File: config.mk
export PLATFORM = sky130hd
export DESIGN_NAME = serial_tx_arbiter_flat
export DESIGN_NICKNAME = d
export VERILOG_FILES = /design/src/rtl/serial_tx_arbiter_if.sv /design/src/rtl/serial_tx_arbiter.sv /design/src/flat_wrapper.sv
export SDC_FILE = /design/constraint.sdc
export NUM_CORES = 1
export LEC_CHECK = 0
export ABC_CLOCK_PERIOD_IN_PS = 1900
export CAP_MARGIN = 30
export CORE_MARGIN = 2
export CORE_UTILIZATION = 37
export CTS_CLUSTER_DIAMETER = 80
export DETAILED_ROUTE_END_ITERATION = 10
export HOLD_SLACK_MARGIN = 0.02
export PLACE_DENSITY = 0.72
export SLEW_MARGIN = 30
export SYNTH_ARGS = -nofsm -noshare
export SYNTH_HDL_FRONTEND = slang
export SYNTH_SLANG_ARGS = --single-unit
File: constraint.sdc
create_clock -name clock -period 1.9 [get_ports clock]
set_clock_uncertainty 0.05 [all_clocks]
set_input_delay 0.38 -clock clock [delete_from_list [all_inputs] [get_ports clock]]
set_output_delay 0.38 -clock clock [all_outputs]
set_load 0.02 [all_outputs]
File: src/rtl/serial_tx_arbiter_if.sv
// Requester-side bus of serial_tx_arbiter: ownership request/release plus the
// per-requester byte ready/valid lanes. The arbiter uses the slave modport.
interface serial_tx_arbiter_if #(
    parameter int NUM_REQ = 3
);
    logic [NUM_REQ-1:0]   i_req;
    logic [NUM_REQ-1:0]   i_release;
    logic [NUM_REQ-1:0]   i_byte_valid;
    logic [8*NUM_REQ-1:0] i_byte_data;
    logic [NUM_REQ-1:0]   o_byte_ready;
    logic [NUM_REQ-1:0]   o_grant;

    modport slave (
        input  i_req, i_release, i_byte_valid, i_byte_data,
        output o_byte_ready, o_grant
    );

    modport master (
        output i_req, i_release, i_byte_valid, i_byte_data,
        input  o_byte_ready, o_grant
    );
endinterface

File: src/rtl/serial_tx_arbiter.sv
// Round-robin owner of the single UART transmitter; paces bytes on tx_active.
// Optional idle-grant watchdog enabled by defining SERIAL_TX_ARB_WATCHDOG_EN.
module serial_tx_arbiter #(
    parameter int NUM_REQ         = 3,
    parameter int WATCHDOG_CYCLES = 1048576
) (
    input  logic                clock,
    input  logic                reset,
    serial_tx_arbiter_if.slave  bus,
    output logic                o_tx_valid,
    output logic [7:0]          o_tx_data,
    input  logic                i_tx_active,
    output logic                o_busy,
    output logic                o_watchdog_fired,
    output logic [1:0]          o_state
);
    localparam int IDX_W = $clog2(NUM_REQ);

    // Handshake: a byte moves when byte_valid[i] & byte_ready[i] are both high
    // at a clock edge; ready is only ever raised for the owner in GRANTED.
    typedef enum logic [1:0] {
        ST_IDLE    = 2'd0,
        ST_GRANTED = 2'd1,
        ST_BYTE    = 2'd2,
        ST_WAIT    = 2'd3
    } state_t;

    state_t             r_state, w_next_state;
    logic [NUM_REQ-1:0] r_grant;
    logic [IDX_W-1:0]   r_last_owner;
    logic [IDX_W-1:0]   w_winner, w_cand;
    logic               w_found;
    logic               r_release_pending;
    logic               r_tx_valid;
    logic [7:0]         r_tx_data;
    logic               w_own_valid, w_own_release;
    logic [7:0]         w_own_byte;
    logic               w_grant_new, w_accept, w_drop, w_set_pending;
    logic               w_wd_expire;

    always_comb begin
        w_own_valid   = 1'b0;
        w_own_release = 1'b0;
        w_own_byte    = '0;
        for (int i = 0; i < NUM_REQ; i++) begin
            if (r_grant[i]) begin
                w_own_valid   = bus.i_byte_valid[i];
                w_own_release = bus.i_release[i];
                w_own_byte    = bus.i_byte_data[8*i +: 8];
            end
        end
    end

    // Search starts just past the previous owner so every requester gets a turn.
    always_comb begin
        w_found  = 1'b0;
        w_winner = r_last_owner;
        w_cand   = '0;
        for (int k = 1; k <= NUM_REQ; k++) begin
            w_cand = IDX_W'((int'(r_last_owner) + k) % NUM_REQ);
            if (!w_found && bus.i_req[w_cand]) begin
                w_found  = 1'b1;
                w_winner = w_cand;
            end
        end
    end

    always_comb begin
        w_next_state  = r_state;
        w_grant_new   = 1'b0;
        w_accept      = 1'b0;
        w_drop        = 1'b0;
        w_set_pending = 1'b0;
        case (r_state)
            ST_IDLE: begin
                if (w_found && !i_tx_active) begin
                    w_grant_new  = 1'b1;
                    w_next_state = ST_GRANTED;
                end
            end
            ST_GRANTED: begin
                if (w_own_valid) begin
                    w_accept      = 1'b1;
                    w_set_pending = w_own_release;
                    w_next_state  = ST_BYTE;
                end else if (w_own_release || w_wd_expire) begin
                    w_drop       = 1'b1;
                    w_next_state = ST_IDLE;
                end
            end
            ST_BYTE: begin
                w_set_pending = w_own_release;
                w_next_state  = ST_WAIT;
            end
            ST_WAIT: begin
                if (!i_tx_active) begin
                    if (r_release_pending || w_own_release) begin
                        w_drop       = 1'b1;
                        w_next_state = ST_IDLE;
                    end else begin
                        w_next_state = ST_GRANTED;
                    end
                end else begin
                    w_set_pending = w_own_release;
                end
            end
            default: w_next_state = ST_IDLE;
        endcase
    end

    always_ff @(posedge clock) begin
        if (reset) r_state <= ST_IDLE;
        else       r_state <= w_next_state;
    end

    always_ff @(posedge clock) begin
        if (reset) begin
            r_grant           <= '0;
            r_last_owner      <= IDX_W'(NUM_REQ - 1);
            r_tx_valid        <= 1'b0;
            r_tx_data         <= '0;
            r_release_pending <= 1'b0;
        end else begin
            r_tx_valid <= w_accept;
            if (w_accept) r_tx_data <= w_own_byte;
            if (w_grant_new) begin
                r_grant      <= NUM_REQ'(1) << w_winner;
                r_last_owner <= w_winner;
            end else if (w_drop) begin
                r_grant <= '0;
            end
            if (w_drop)             r_release_pending <= 1'b0;
            else if (w_set_pending) r_release_pending <= 1'b1;
        end
    end

`ifdef SERIAL_TX_ARB_WATCHDOG_EN
    logic [20:0] r_wd_cnt;
    logic        r_wd_fired;

    assign w_wd_expire = (r_state == ST_GRANTED) && !w_own_valid && !w_own_release
                         && (r_wd_cnt == 21'(WATCHDOG_CYCLES - 1));

    always_ff @(posedge clock) begin
        if (reset) begin
            r_wd_cnt   <= '0;
            r_wd_fired <= 1'b0;
        end else begin
            r_wd_fired <= w_wd_expire;
            if (r_state == ST_GRANTED && w_next_state == ST_GRANTED) r_wd_cnt <= r_wd_cnt + 21'd1;
            else                                                    r_wd_cnt <= '0;
        end
    end

    assign o_watchdog_fired = r_wd_fired;
`else
    assign w_wd_expire      = 1'b0;
    assign o_watchdog_fired = 1'b0;
`endif

    assign bus.o_grant      = r_grant;
    assign bus.o_byte_ready = (r_state == ST_GRANTED) ? r_grant : '0;
    assign o_tx_valid       = r_tx_valid;
    assign o_tx_data        = r_tx_data;
    assign o_busy           = (r_state != ST_IDLE);
    assign o_state          = r_state;
endmodule

File: src/flat_wrapper.sv
// flat-port wrapper written by rule: the top's interface ports become plain ports
module serial_tx_arbiter_flat 
#(
    parameter int NUM_REQ         = 3,
    parameter int WATCHDOG_CYCLES = 1048576
)
  (clock, reset, o_tx_valid, o_tx_data, i_tx_active, o_busy, o_watchdog_fired, o_state, bus_i_req, bus_i_release, bus_i_byte_valid, bus_i_byte_data, bus_o_byte_ready, bus_o_grant);
  serial_tx_arbiter_if #(.NUM_REQ(NUM_REQ)) bus_i ();
  input  logic clock;
  input  logic reset;
  output logic o_tx_valid;
  output logic [7:0] o_tx_data;
  input  logic i_tx_active;
  output logic o_busy;
  output logic o_watchdog_fired;
  output logic [1:0] o_state;
  input wire logic [$bits(bus_i.i_req)-1:0] bus_i_req;
  input wire logic [$bits(bus_i.i_release)-1:0] bus_i_release;
  input wire logic [$bits(bus_i.i_byte_valid)-1:0] bus_i_byte_valid;
  input wire logic [$bits(bus_i.i_byte_data)-1:0] bus_i_byte_data;
  output wire logic [$bits(bus_i.o_byte_ready)-1:0] bus_o_byte_ready;
  output wire logic [$bits(bus_i.o_grant)-1:0] bus_o_grant;
  assign bus_i.i_req = bus_i_req;
  assign bus_i.i_release = bus_i_release;
  assign bus_i.i_byte_valid = bus_i_byte_valid;
  assign bus_i.i_byte_data = bus_i_byte_data;
  assign bus_o_byte_ready = bus_i.o_byte_ready;
  assign bus_o_grant = bus_i.o_grant;
  serial_tx_arbiter #(.NUM_REQ(NUM_REQ), .WATCHDOG_CYCLES(WATCHDOG_CYCLES)) u_core (.clock(clock), .reset(reset), .bus(bus_i), .o_tx_valid(o_tx_valid), .o_tx_data(o_tx_data), .i_tx_active(i_tx_active), .o_busy(o_busy), .o_watchdog_fired(o_watchdog_fired), .o_state(o_state));
endmodule
==> results.sh <==
export IMPL_wl_per_cell_um=13.7
export IMPL_viasPerCell=4.96
export IMPL_drive_gt1_share_pct=27.8
export IMPL_p_int_w=0.00150
export IMPL_insertion_delay_ns=0.30
export IMPL_drt_wl_total_um=3660
export IMPL_p_switching_w=0.00110
export IMPL_fin_nets=263
export IMPL_setup_tns_ns=-0.296
export IMPL_antenna_cells=0
export IMPL_required_ns=2.06
export IMPL_switching_share_pct=42.3
export IMPL_antenna_found_initial=0
export IMPL_p_clk_share_pct=7.8
export IMPL_rsz0062_at_grt="yes"
export IMPL_report_final_slew_viol_count=0
export IMPL_grt_pass1_wl_um=5780
export IMPL_rows=20
export IMPL_max_freq_ghz=0.501
export IMPL_ir_drop_uv=701
export IMPL_max_stage_delay_ns=0.38
export IMPL_fin_crit_ns=2.00
export IMPL_cts_buffer_depth=2
export IMPL_placed_cell_area_um2=1960
export IMPL_slowest_stage="dfxtp_2"
export IMPL_via_count=1325
export IMPL_core_um2=3080
export IMPL_yosysUniqueCellTypes=48
export IMPL_crit_type="flop to flop"
export IMPL_seqPwrFrac_pct=20.1
export IMPL_post_dp_hpwl_um=2860
export IMPL_setup_violations=5
export IMPL_cts_tree="built"
export IMPL_stdcell_area_um2=2090
export IMPL_grt_overflow=0
export IMPL_cts_buffers=3
export IMPL_fin_util_pct=67.9
export IMPL_antenna_left=0
export IMPL_drt_pass1_iter_count=5
export IMPL_cts_htree_levels=1
export IMPL_hp_class="flop to flop"
export IMPL_die_y_um=61.2
export IMPL_final_hold_violation_count=0
export IMPL_area_growth_pct=72.4
export IMPL_fillCellCount=271
export IMPL_cts_sinks=17
export IMPL_violations="negative setup slack"
export IMPL_dieArea_um2=3750
export IMPL_post_route_period_util_pct=105
export IMPL_syn_area_um2=1210
export IMPL_ys_dominant_reg_cell="dfxtp_1"
export IMPL_avgSynthCellArea_um2=8.36
export IMPL_p_leak_nw=0.832
export IMPL_ys_seq_area_share_pct=28.1
export IMPL_gp_congestion=0.885
export IMPL_synth_edf_count=0
export IMPL_worst_setup_path_end_kind="flop"
export IMPL_synthArstFlopShare_pct=0
export IMPL_synth_yosys_warnings=0
export IMPL_clock_tree_root_cell="clkbuf_4"
export IMPL_maxCapViolations=0
export IMPL_grt_pass1_vias=1326
export IMPL_synth_fp_nets=184
export IMPL_dr_first_iter_drc_count=29
export IMPL_grt_total_usage_pct=20.9
export IMPL_combPwrFrac_pct=72.1
export IMPL_postSynthCellCount=145
export IMPL_io_buffer_count=53
export IMPL_cts_hold_buf=0
export IMPL_setup_slack_ns=-0.0975
export IMPL_p_per_area_nw_per_um2=1250
export IMPL_start_kind="flop"
export IMPL_cp_data_arrival_time_ns=2.15
export IMPL_die_w_um=61.2
export IMPL_start_util_pct=39.4
export IMPL_critPathTopFamily="simple AND/OR/NAND/NOR gates"
export IMPL_status="finished, violations left"
export IMPL_route_detailed_drc=0
export IMPL_grt_max_degree=17
export IMPL_cp_num_buf_inv=1
export IMPL_io_pin_count=55
export IMPL_crit_fanout=5
export IMPL_worstPathCellList="buf_6, ha_4, and2b_2, or3_4, a2bb2o_4, a2bb2oi_4, nor3b_2, a32o_1"
export IMPL_ys_seq_elements=17
export IMPL_clkTransAtPathRegs_ns=0.10
-- worst min-delay path, cell delays in order (launching register included) --
cell	delay, ns
dfxtp_1	0.34
mux2i_1	0.07
nor2_1	0.07
-- cell type report --
class / instances / area [µm²] / share of cell area (%)
Inverter: 6 / 22.5 / 1.08
Clock inverter: 1 / 5.00 / 0.239
Tap cell: 44 / 55.1 / 2.63
Sequential cell: 17 / 345 / 16.5
Multi-Input combinational cell: 115 / 888 / 42.5
Timing Repair Buffer: 81 / 752 / 36.0
Clock buffer: 3 / 22.5 / 1.08
-- state kept, by name, indices dropped and copies added, names as in the netlist, named ones only --
name                      flops
u_core.bus.o_grant            3
u_core.o_state                1
u_core.o_tx_data              8
u_core.o_tx_valid             1
u_core.r_last_owner           2
u_core.r_release_pending      1
-- power groups by stage --
stage | Sequential (W) | Clock (W) | Combinational [W]
global placement | 0.000532 | 0 | 0.00163
detailed placement | 0.000533 | 0 | 0.00166
floorplan | 0.000586 | 0 | 0.000999
finish | 0.000524 | 0.000204 | 0.00188
CTS | 0.000523 | 0.000211 | 0.00174
global route | 0.000539 | 0.000225 | 0.00204
-- path summary, 6_finish.rpt --
kind	from	to	slack (ns)	cells past startpoint
hold / removal	u_core.o_tx_data[0]$_SDFFE_PP0P_	u_core.o_tx_data[0]$_SDFFE_PP0P_	0.46	2
hold reg to reg	u_core.o_tx_data[0]$_SDFFE_PP0P_	u_core.o_tx_data[0]$_SDFFE_PP0P_	0.46	2
setup reg to reg	u_core.r_last_owner[0]$_SDFFE_PP0P_	u_core.bus.o_grant[0]$_SDFFE_PP0P_	-0.1	8
setup / recovery	u_core.r_last_owner[0]$_SDFFE_PP0P_	u_core.bus.o_grant[0]$_SDFFE_PP0P_	-0.1	8
-- logic make-up after synthesis --
group	after synthesis	synth area share, %
simple gates	56	23.9
mux	9	7.43
fa+ha+maj	3	3.10
flops	17	28.1
other cells	1	0.309
compound gates	46	31.1
buf+inv	13	6.09
-- cell usage in the layout (no fill, tap or decap), types with 2 or more instances in the layout --
| master | count |
|---|---|
| mux2i_1 | 9 |
| and2_1 | 5 |
| o211ai_1 | 2 |
| nor2_2 | 3 |
| dfxtp_1 | 15 |
| a22oi_1 | 8 |
| a22o_1 | 2 |
| clkbuf_4 | 3 |
| a21oi_1 | 3 |
| dlygate4sd2_1 | 2 |
| a21oi_2 | 3 |
| nand3b_1 | 3 |
| buf_4 | 26 |
| inv_2 | 2 |
| dlymetal6s2s_1 | 3 |
| nor2b_1 | 4 |
| ha_4 | 2 |
| nand2b_1 | 3 |
| nand2_1 | 14 |
| nor3_1 | 2 |
| clkdlybuf4s50_1 | 46 |
| nor2_1 | 13 |
| clkbuf_2 | 2 |
| o21ai_0 | 13 |
| inv_1 | 4 |
-- synth_stat cells (2+ instances only) --
library cell | instances | share of area (%)
dfxtp_1 | 17 | 28
a21oi_2 | 2 | 1.4
mux2i_1 | 9 | 7.4
nand2_1 | 15 | 4.6
inv_1 | 6 | 1.9
nor2b_1 | 4 | 2.1
ha_1 | 3 | 3.1
nor3_1 | 2 | 0.83
o211ai_1 | 2 | 1.2
nor3b_1 | 2 | 1.2
and2_1 | 5 | 2.6
nor2_1 | 15 | 4.6
nand3b_1 | 3 | 1.9
o21ai_0 | 13 | 5.4
nand2b_1 | 3 | 1.5
a21oi_1 | 4 | 1.7
a22o_1 | 2 | 1.4
a22oi_1 | 8 | 5.0
-- routing by layer --
metal,global-route usage [%],up-vias,share of wire [%]
li1,-,676,-
met1,22.9,615,42
met2,39.5,30,52
met3,3.99,4,4.2
met4,7.76,0,1.1
met5,0,-,0
-- through the flow --
step / cells / hold slack, ns / setup WS [ns] / power, W
finish: 267 / 0.456 / -0.0975 / 0.00261
global route: 267 / 0.479 / -0.156 / 0.00281
CTS: 266 / 0.462 / -0.0949 / 0.00247
detailed placement: 257 / 0.433 / -0.356 / 0.00219
global placement: 257 / 0.425 / -0.289 / 0.00216
floorplan: 145 / 0.392 / -0.0270 / 0.00158
-- what timing repair did --
item	4_1_cts	5_1_grt
setup endpoints to repair	9	11
buffers inserted	5	1
pin swaps	5	5
gates resized for setup	8	15
gates cloned	0	0
No activity file was read; power rests on OpenSTA's default activity.
